--- config.mk ---
export PLATFORM = sky130hd
export DESIGN_NAME = alu4_resp
export DESIGN_NICKNAME = d
export VERILOG_FILES = /design/src/rtl/alu4_pkg.sv /design/src/rtl/alu4_core.sv /design/src/rtl/alu4_resp.sv
export SDC_FILE = /design/constraint.sdc
export NUM_CORES = 1
export LEC_CHECK = 0
export ABC_AREA = 1
export BUFFER_PORTS_ARGS = -buffer_cell sky130_fd_sc_hd__clkbuf_2
export CORE_MARGIN = 4
export CORE_UTILIZATION = 49
export CTS_BUF_LIST = sky130_fd_sc_hd__clkbuf_8
export CTS_CLUSTER_DIAMETER = 120
export DETAILED_ROUTE_END_ITERATION = 8
export PLACE_DENSITY = 0.84
export SYNTH_ARGS = -nofsm -noshare
export SYNTH_HDL_FRONTEND = slang
export SYNTH_SLANG_ARGS = --single-unit
--- constraint.sdc ---
create_clock -name clk -period 1.99 [get_ports clk]
set_input_delay 0.0995 -clock clk [delete_from_list [all_inputs] [get_ports clk]]
set_output_delay 0.0995 -clock clk [all_outputs]
set_load 0.05 [all_outputs]
--- src/rtl/alu4_pkg.sv ---
// Shared definitions for the 4-bit ALU with result FIFO: data width,
// opcode encoding and the stored result record.
package alu4_pkg;

   localparam int DATA_W = 4;

   typedef enum logic [2:0] {
      OP_ADD = 3'b000,
      OP_SUB = 3'b001,
      OP_AND = 3'b010,
      OP_OR  = 3'b011,
      OP_XOR = 3'b100,
      OP_SHL = 3'b101,
      OP_SHR = 3'b110,
      OP_CMP = 3'b111
   } alu_op_e;

   typedef struct packed {
      logic [DATA_W-1:0] out;
      logic              carry;
   } alu_res_t;

endpackage

--- src/rtl/alu4_core.sv ---
// Combinational opcode evaluation: operands and opcode in, result and
// carry/borrow flag out.
module alu4_core
   import alu4_pkg::*;
(
   input  logic [DATA_W-1:0] a,
   input  logic [DATA_W-1:0] b,
   input  logic [2:0]        sel,
   output logic [DATA_W-1:0] out,
   output logic              carry
);

   logic [DATA_W:0] wide;

   always_comb begin
      wide  = '0;
      out   = '0;
      carry = 1'b0;
      case (alu_op_e'(sel))
         OP_ADD: begin
            wide  = {1'b0, a} + {1'b0, b};
            out   = wide[DATA_W-1:0];
            carry = wide[DATA_W];
         end
         // The fifth bit of the widened difference is the borrow (a < b).
         OP_SUB: begin
            wide  = {1'b0, a} - {1'b0, b};
            out   = wide[DATA_W-1:0];
            carry = wide[DATA_W];
         end
         OP_AND: out = a & b;
         OP_OR:  out = a | b;
         OP_XOR: out = a ^ b;
         OP_SHL: begin
            out   = {a[DATA_W-2:0], 1'b0};
            carry = a[DATA_W-1];
         end
         OP_SHR: begin
            out   = {1'b0, a[DATA_W-1:1]};
            carry = a[0];
         end
         OP_CMP: out = {1'b0, (a < b), (a > b), (a == b)};
         default: begin
            out   = '0;
            carry = 1'b0;
         end
      endcase
   end

endmodule

--- src/rtl/alu4_resp.sv ---
// ALU front end with a DEPTH-entry in-order result FIFO, valid/ready
// handshakes on both sides and a wrapping accepted-command counter.
module alu4_resp
   import alu4_pkg::*;
#(
   parameter int DEPTH = 2
) (
   input  logic              clk,
   input  logic              rst,
   input  logic              cmd_valid,
   output logic              cmd_ready,
   input  logic [DATA_W-1:0] cmd_a,
   input  logic [DATA_W-1:0] cmd_b,
   input  logic [2:0]        cmd_sel,
   output logic              res_valid,
   input  logic              res_ready,
   output logic [DATA_W-1:0] res_out,
   output logic              res_carry,
   output logic              res_zero,
   output logic [7:0]        op_count
);

   localparam int PTR_W = $clog2(DEPTH);
   localparam int CNT_W = PTR_W + 1;
   localparam logic [CNT_W-1:0] DEPTH_C = CNT_W'(DEPTH);

   logic [PTR_W-1:0] wr_ptr_q, wr_ptr_d;
   logic [PTR_W-1:0] rd_ptr_q, rd_ptr_d;
   logic [CNT_W-1:0] count_q, count_d;
   logic [7:0]       op_count_q, op_count_d;

   alu_res_t          mem_q [DEPTH];
   alu_res_t          head;
   logic [DATA_W-1:0] alu_out;
   logic              alu_carry;
   logic              push;
   logic              pop;

   alu4_core u_core (
      .a     (cmd_a),
      .b     (cmd_b),
      .sel   (cmd_sel),
      .out   (alu_out),
      .carry (alu_carry)
   );

   // Ready comes only from registered occupancy, so it never sees res_ready.
   assign cmd_ready = (count_q < DEPTH_C);
   assign res_valid = (count_q != '0);
   assign push      = cmd_valid && cmd_ready;
   assign pop       = res_valid && res_ready;

   always_comb begin
      wr_ptr_d   = wr_ptr_q;
      rd_ptr_d   = rd_ptr_q;
      count_d    = count_q;
      op_count_d = op_count_q;
      if (push) begin
         wr_ptr_d   = wr_ptr_q + PTR_W'(1);
         op_count_d = op_count_q + 8'd1;
      end
      if (pop) begin
         rd_ptr_d = rd_ptr_q + PTR_W'(1);
      end
      case ({push, pop})
         2'b10:   count_d = count_q + CNT_W'(1);
         2'b01:   count_d = count_q - CNT_W'(1);
         default: count_d = count_q;
      endcase
   end

   always_ff @(posedge clk or posedge rst) begin
      if (rst) begin
         wr_ptr_q   <= '0;
         rd_ptr_q   <= '0;
         count_q    <= '0;
         op_count_q <= '0;
      end else begin
         wr_ptr_q   <= wr_ptr_d;
         rd_ptr_q   <= rd_ptr_d;
         count_q    <= count_d;
         op_count_q <= op_count_d;
      end
   end

   // Storage carries no reset; occupancy alone decides what is visible.
   always_ff @(posedge clk) begin
      if (push) begin
         mem_q[wr_ptr_q] <= '{out: alu_out, carry: alu_carry};
      end
   end

   assign head      = mem_q[rd_ptr_q];
   assign res_out   = res_valid ? head.out : '0;
   assign res_carry = res_valid & head.carry;
   assign res_zero  = (res_out == '0);
   assign op_count  = op_count_q;

endmodule

Word-level counts from Yosys, hierarchy flattened
Memories as Yosys holds them, arrays and structs flattened.
Index checks and enable logic that the tools add are counted.
{"block": "word_totals", "output_inout_bits": 16, "ff_bits": 12, "mem_bits_rw": 10, "input_bits": 15, "n_memories": 1, "word_cells": 41}
{"block": "op_classes", "n_reduce_logical": 6, "n_eq_ne": 10, "n_mux": 6, "magnitude_cmp": 3, "add_sub_neg": 7, "bitwise_logic": 4}
{"memory": "mem_q", "words": 2, "width": 5, "read_ports": 1, "rd_ports_with_merged_regs": 0, "write_ports": 1, "line_no": "alu4_resp.sv:32", "source": "alu_res_t mem_q [DEPTH];"}
{"cell": "4-bit one-hot mux with 8 select lines", "count": 1}
{"cell": "3-bit equality test (second input constant)", "count": 4}
{"cell": "8-bit by 1-bit adder with 8-bit output (second input constant)", "count": 1}
{"cell": "3-bit by 2-bit equality test with 1-bit output (second input constant)", "count": 2}
{"cell": "4-bit by 4-bit adder with 5-bit output", "count": 1}
{"cell": "4-bit by 4-bit subtractor with 5-bit output", "count": 1}
{"cell": "4-bit AND", "count": 1}
{"cell": "4-bit equality test", "count": 1}
{"cell": "4-bit greater-than comparator", "count": 1}
{"cell": "4-bit logical NOT", "count": 1}
{"cell": "4-bit less-than comparator", "count": 1}
{"cell": "4-bit 2-to-1 mux", "count": 1}
{"cell": "4-bit bitwise OR", "count": 1}
{"cell": "1-bit one-hot mux with 4 select lines", "count": 1}
{"cell": "2-bit one-hot mux with 2 select lines", "count": 1}
{"cell": "2-bit nonzero test", "count": 2}
{"cell": "4-bit XOR", "count": 1}
{"cell": "3-bit by 1-bit equality test with 1-bit output (second input constant)", "count": 1}
{"cell": "3-bit logical NOT", "count": 1}
{"cell": "1-bit adder (second input constant)", "count": 2}
{"cell": "2-bit by 1-bit adder with 2-bit output (second input constant)", "count": 1}
{"cell": "2-bit by 1-bit equality test with 1-bit output (second input constant)", "count": 1}
{"cell": "2-bit equality test (second input constant)", "count": 1}
{"cell": "1-bit logical AND", "count": 2}
{"cell": "other kinds (4)", "count": 5}

Logic depth before layout (Yosys ltp)
Gate-level depths: netlist of the first run.
{"block": "logic_depth", "depth_word": 4, "ltp_mapped": 11}

Hierarchy
From an unflattened synthesis of the first run, not the netlist that was laid out.
{"block": "unflattened", "hier_cells": 228, "hier_area_um2": 1701.6}
{"mod": "alu4_resp", "area_each_um2": 1033.5, "seq_area_each_um2": 600.6, "cells_per_inst": 103, "instances": 1}
{"mod": "alu4_core", "area_each_um2": 668.1, "seq_area_each_um2": 0.0, "cells_per_inst": 125, "instances": 1}

Worst setup path before layout of the first run
No wires, ideal clock.
{"block": "synth_timing", "path_type": "reg2out", "start": "register count_q[0]", "end": "output port res_zero", "n_path_buf": 0, "path_stages_with_launch": 6, "slack_ps": 132, "t_arrival_ps": 1759, "required_time_ps": 1891, "cell_sequence": "dfrtp_1 > nor2_1 > inv_1 > nand3_1 > nand2_1 > nor3_2"}
{"block": "synth_between", "elab_chain_cells": 3}
{"element": "from (decl)", "line_no": "alu4_resp.sv:29", "source": "logic [CNT_W-1:0] count_q, count_d;"}
{"element": "from (signal assigned)", "line_no": "alu4_resp.sv:81", "source": "count_q <= count_d;"}
{"element": "2-bit nonzero test", "line_no": "alu4_resp.sv:49", "source": "assign res_valid = (count_q != '0);"}
{"element": "net res_valid", "line_no": "alu4_resp.sv:15", "source": "output logic res_valid,"}
{"element": "4-bit 2-to-1 mux", "line_no": "alu4_resp.sv:94", "source": "assign res_out = res_valid ? head.out : '0;"}
{"element": "4-bit logical NOT", "line_no": "alu4_resp.sv:96", "source": "assign res_zero = (res_out == '0);"}
{"element": "to (decl)", "line_no": "alu4_resp.sv:19", "source": "output logic res_zero,"}
The timed path passes the listed nets, and every way through them passes these cells.

Final worst setup path of the first run
{"block": "layout_timing", "start": "register count_q[0]", "end": "output port res_zero"}
{"block": "layout_between", "elab_chain_cells": 3}
{"element": "2-bit nonzero test", "line_no": "alu4_resp.sv:49"}
{"element": "4-bit 2-to-1 mux", "line_no": "alu4_resp.sv:94"}
{"element": "4-bit logical NOT", "line_no": "alu4_resp.sv:96"}
Every way passes these cells.

==> results of run 1 <==
-- synth_stat cells (3+ instances only) --
master,count,area share [%]
nand3_1,15,4.5
edfxtp_1,10,18
nand4_1,11,4.1
a21oi_1,7,2.1
nor2_1,24,5.4
dfrtp_1,12,18
nand2_1,42,9.4
xor2_1,9,4.7
inv_2,3,0.67
o21ai_0,6,1.8
ha_1,14,10
inv_1,35,7.9
-- metal layers --
layer,global-route usage (%),part of all wire (%),vias to the layer above
met2,26.5,46,67
met3,2.89,7.1,6
met5,0,0,-
li1,-,-,745
met1,22.3,45,635
met4,6.09,2.0,0
-- logic make-up after synthesis --
kind of cell | after synthesis | share of synthesized area (%)
and+or+nand+nor | 104 | 29.3
adders and majority gates | 16 | 12.9
buffers and inverters | 42 | 10.4
AOI/OAI and AO/OA | 15 | 4.95
muxes | 1 | 0.675
xor gates and xnor gates | 11 | 5.77
DFF | 22 | 36.0
-- worst min-delay path: stages --
cell and delay, ns:
clkbuf_2 0.08, inv_1 0.04, nor2_1 0.05, xor2_1 0.14
-- final cells by class --
cell class	instances	share of cell area [%]
repair buffers	31	8.30
clock inverters	1	1.56
clock buffers	3	2.14
flip-flops and latches	22	31.1
multi-input cells	147	46.4
inverters	39	7.65
well taps	44	2.85
-- stage by stage --
step / hold WS (ns) / setup WS (ns) / std cells
finish: 0.181 / 0.223 / 287
global route: 0.175 / 0.0509 / 287
CTS: 0.180 / 0.200 / 287
detailed placement: 0.109 / 0.323 / 282
global placement: 0.108 / 0.345 / 282
floorplan: -0.0358 / 0.132 / 211
-- registers in the layout, indices dropped and copies added (netlist names) --
register / flops
op_count: 8
wr_ptr_q: 1
count_q: 2
rd_ptr_q: 1
mem_q: 10
-- worst min path at each step --
stage / slack (ns) / startpoint / endpoint
6_report: 0.18 / res_ready / rd_ptr_q
4_1_cts: 0.18 / res_ready / rd_ptr_q
3_5_place_dp: 0.11 / rst / op_count[1]
5_1_grt: 0.18 / res_ready / rd_ptr_q
3_3_place_gp: 0.11 / rst / op_count[1]
2_1_floorplan: -0.04 / rst / count_q[0]
-- what timing repair did --
action                                 CTS  global route
gates resized for setup                  0             0
endpoints found under the hold margin   12             0
hold buffers                             1             0
-- power by group through the flow --
stage / clock network [mW] / registers (mW) / logic, mW
6_report: 0.407 / 0.752 / 1.33
5_1_grt: 0.433 / 0.773 / 1.44
4_1_cts: 0.409 / 0.752 / 1.33
3_5_place_dp: 0 / 0.762 / 1.33
3_3_place_gp: 0 / 0.754 / 1.31
2_1_floorplan: 0 / 0.941 / 0.858
==> impl_metrics.yaml, run 1 <==
pwr:
  p_per_area_nw_per_um2: 1290
  internal_power_mw: 1.23
  clockPowerShare_pct: 16.4
  power_mw: 2.48
  irDropWorstVdd_mv: 0.457
  seqPwrFrac_pct: 30.3
  switching_share_pct: 50.4
  switchingPower_mw: 1.25
  leakage_nw: 1.01
  pwr-share-comb_pct: 53.3
final_layout:
  fillers: 290
  multi_input_area_sq_um: 895
  postLayoutCoreUtil_pct: 61.2
  post-route-cell-area_sq_um: 1930
  layout_commonest_cell: "nand2_1"
  nets: 275
  seqCellArea_sq_um: 601
  final_cell_mix: "nand2_1, inv_1, clkbuf_2"
  antenna_cells: 0
  layout-drive-gt1-share_pct: 19.8
  area_delta_synth_final_pct: 15.6
critical_path:
  critPathKind: "flop to output pin"
  cp_max_fo: 5
  worstPathCellList: "nor2_1 > inv_1 > nand3_1 > nand2_1 > nor3_2 > clkbuf_2"
  critPathBufInv: 2
  critPathRequiredTime_ns: 1.89
  endpoint: "res_zero"
  r2r-start: "count_q[0]"
  cpMaxStageDelayCell: "dfrtp_1"
  rr_endpoint: "count_q[1]"
  worst-path-stages: 6
  max_stage_delay_ns: 0.42
  r2r_cells: 6
  cp_top_family: "simple AND/OR/NAND/NOR gates"
  worstSetupStartpointType: "flop"
  crit_path_end_kind: "output pin"
  r2r_setup_slack_ns: 0.36
  crit_path_start: "count_q[0]"
  worstPathArrival_ns: 1.67
sta:
  hold_viol_final: 0
  max_clock_freq_mhz: 566
  rsz0062_at_grt: "false"
  setup_viol: 0
  tightest_slew_ns: 0.453
  min_period_ns: 1.77
  max-slew-margin-rel_pct: 69.8
  slew_violations: 0
  post-route-period-util_pct: 88.8
  finalSetupTns_ns: 0
  finClkSkew_ns: 0.0102
clock_tree:
  cts_tree: "built"
  h-tree-depth: 1
  clock_latency_ns: 0.26
  clockBufferDepth: 2
  clk_pin_slew_ns: 0.08
  post_cts_buffers: 0
  cts_buffers: 3
  cts-root-buf: "clkbuf_8"
  cts.sinks: 22
drt:
  routed_via_density: 5.06
  ant_nets: 0
  drt_iter0_drc: 85
  first_pass_iters: 4
  wire_per_inst_um: 12.0
  via_count: 1453
  drc: 0
  drt_wl_total_um: 3440
place:
  placed_area_sq_um: 1850
  hpwl_um: 2800
  port_buffers: 30
  place_congestion: 0.938
global_route:
  gr-total-overflow: 0
  antenna_found_initial: 0
  grt_usage_pct: 16.6
  grt_pass1_wl_um: 5600
  grt_max_degree: 14
  grt_pass1_vias: 1282
run_status:
  status: "finished clean"
synthesis:
  seq_area_frac_synth_pct: 36.0
  synth_flop_cell: "dfrtp_1"
  ys_types: 29
  syn_avg_cell_area_sq_um: 7.91
  syn_area_sq_um: 1670
  synthesis.nets: 242
  synth-edff-count: 10
  ys.warnings.count: 0
  syn_inst: 211
  async_flop_share_pct: 54.5
  synth-seq-cells: 22
floorplan:
  die_w_um: 66.4
  core_sq_um: 3150
  rows: 20
  fp.dieArea_sq_um: 4400
  die_height_um: 66.4
  initial_utilization_pct: 52.9
  ios: 31
run:
  drv_cap: 0
hold_path:
  hold_depth: 4
  hp-class: "input port to flop"
(Power assumes the default switching activity.)
==> run 2, diff against run 1 <==
--- a/config.mk
+++ b/config.mk
@@ -8,11 +8,12 @@
 export ABC_AREA = 1
 export BUFFER_PORTS_ARGS = -buffer_cell sky130_fd_sc_hd__clkbuf_2
 export CORE_MARGIN = 4
-export CORE_UTILIZATION = 49
+export CORE_UTILIZATION = 35
 export CTS_BUF_LIST = sky130_fd_sc_hd__clkbuf_8
 export CTS_CLUSTER_DIAMETER = 120
+export CTS_CLUSTER_SIZE = 12
 export DETAILED_ROUTE_END_ITERATION = 8
-export PLACE_DENSITY = 0.84
+export PLACE_DENSITY = 0.67
 export SYNTH_ARGS = -nofsm -noshare
 export SYNTH_HDL_FRONTEND = slang
 export SYNTH_SLANG_ARGS = --single-unit
==> constraint.sdc (replaced) <==
create_clock -name clk -period 1.75 [get_ports clk]
set_input_delay 0.0875 -clock clk [delete_from_list [all_inputs] [get_ports clk]]
set_output_delay 0.0875 -clock clk [all_outputs]
set_load 0.05 [all_outputs]
==> impl_metrics.yaml, run 2 (synthesis results as in run 1) <==
final_layout:
  largest-register: "mem_q"
  layout_commonest_cell: "nand2_1"
  area_delta_synth_final_pct: 16.3
  fillers: 442
  seqCellArea_sq_um: 602
  antenna_cells: 0
  largest_reg_flops: 10
  postLayoutCoreUtil_pct: 43.4
  final_cell_mix: "nand2_1, inv_1, clkbuf_2"
  post-route-cell-area_sq_um: 1940
  layout-drive-gt1-share_pct: 21.7
  nets: 276
  multi_input_area_sq_um: 911
clock_tree:
  cts_buffers: 3
  clk_pin_slew_ns: 0.07
  cts_tree: "built"
  h-tree-depth: 1
  clock_latency_ns: 0.25
  cts.sinks: 22
  clockBufferDepth: 2
  cts-root-buf: "clkbuf_8"
critical_path:
  worstPathArrival_ns: 1.58
  critPathRequiredTime_ns: 1.66
  crit_path_end_kind: "output pin"
  worstSetupStartpointType: "flop"
  cp_max_fo: 7
  critPathKind: "flop to output pin"
drt:
  ant_nets: 0
  routed_via_density: 4.79
  wire_per_inst_um: 11.4
  drt_iter0_drc: 85
  drc: 0
  first_pass_iters: 4
  via_count: 1418
  drt_wl_total_um: 3380
floorplan:
  die_height_um: 77.1
  die_w_um: 77.1
  core_sq_um: 4470
  rows: 24
  initial_utilization_pct: 37.3
  fp.dieArea_sq_um: 5940
  ios: 31
sta:
  setup_viol: 0
  max_clock_freq_mhz: 601
  slew_violations: 0
  max-slew-margin-rel_pct: 69.2
  tightest_slew_ns: 0.462
  min_period_ns: 1.66
  hold_viol_final: 0
  rsz0062_at_grt: "false"
  finClkSkew_ns: 0.00231
  whs_ns: 0.182
  finalSetupTns_ns: 0
  post-route-period-util_pct: 95.1
pwr:
  pwr-share-comb_pct: 57.8
  p_per_area_nw_per_um2: 1410
  switchingPower_mw: 1.43
  clockPowerShare_pct: 10.9
  switching_share_pct: 52.4
  leakage_nw: 1.00
  internal_power_mw: 1.30
  power_mw: 2.73
  seqPwrFrac_pct: 31.4
  irDropWorstVdd_mv: 0.647
run_status:
  status: "finished clean"
global_route:
  grt_pass1_wl_um: 5700
  grt_max_degree: 13
  grt_pass1_vias: 1297
  grt_usage_pct: 11.5
  antenna_found_initial: 0
  gr-total-overflow: 0
place:
  place_congestion: 0.919
  hpwl_um: 2780
  placed_area_sq_um: 1880
  port_buffers: 30
hold_path:
  hp-class: "input port to flop"
run:
  drv_cap: 0
==> run 2: cell types whose count changed in the layout (fill, tap and decap cells not counted), sizes merged <==
| cell | previous run | this run |
|---|---|---|
| inv | 38 | 39 |
| buf | 0 | 2 |
| clkbuf | 33 | 32 |
| bufinv | 1 | 0 |
==> run 2: layout make-up <==
type | instances | share of cell area (%)
clock inverter | 1 | 0.193
tap | 52 | 3.35
sequential | 22 | 31.0
multi-input combinational | 147 | 46.9
clock buffer | 3 | 2.13
timing repair buffer | 32 | 8.77
inverter | 39 | 7.61
==> run 2: repair_timing <==
| action | 4_1_cts | 5_1_grt |
|---|---|---|
| hold endpoints to repair | 12 | 0 |
| buffers inserted | 0 | 0 |
| gates cloned | 0 | 0 |
| setup endpoints to repair | 1 | 1 |
| hold buffers | 1 | 0 |
| resized for setup | 1 | 3 |
==> run 2: final timing paths <==
check                      slack (ns)     endpoint   startpoint  cells past startpoint
max                              0.09     res_zero     rd_ptr_q                      5
max reg2reg                      0.24   count_q[1]   count_q[0]                      6
min                              0.18     rd_ptr_q    res_ready                      4
min reg2reg                      0.50  op_count[7]  op_count[7]                      2
min in group asynchronous        0.38  op_count[1]          rst                      3
max in group asynchronous        1.03     rd_ptr_q          rst                      3
==> run 2: power groups by stage <==
| stage | Combinational (mW) | Clock, mW | Sequential, mW |
|---|---|---|---|
| 3_5_place_dp | 1.57 | 0 | 0.861 |
| 6_report | 1.58 | 0.297 | 0.856 |
| 4_1_cts | 1.59 | 0.311 | 0.851 |
| 3_3_place_gp | 1.56 | 0 | 0.860 |
| 2_1_floorplan | 1.02 | 0 | 1.07 |
| 5_1_grt | 1.71 | 0.338 | 0.882 |
==> run 2: critical path, cell delays in order, from the launching register on <==
cell and delay, ns:
dfrtp_2 0.45, or2_2 0.31, nand3_1 0.10, nand2_1 0.10, nor3_4 0.15, buf_4 0.21
==> run 2: per-stage QoR <==
| step | std cells | worst slack, ns |
|---|---|---|
| after floorplan | 211 | 0.0625 |
| after global placement | 291 | 0.144 |
| after detailed placement | 291 | 0.0782 |
| after CTS | 296 | 0.0221 |
| after global routing | 296 | 0.0119 |
| final | 296 | 0.0851 |
==> run 2: routing by layer <==
metal	GRT usage (%)	share of wire [%]	wire length [um]
met1	14.4	46	1540
met3	1.41	4.5	151
met4	3.91	1.9	63
met2	20.3	48	1620
met5	0	0	0
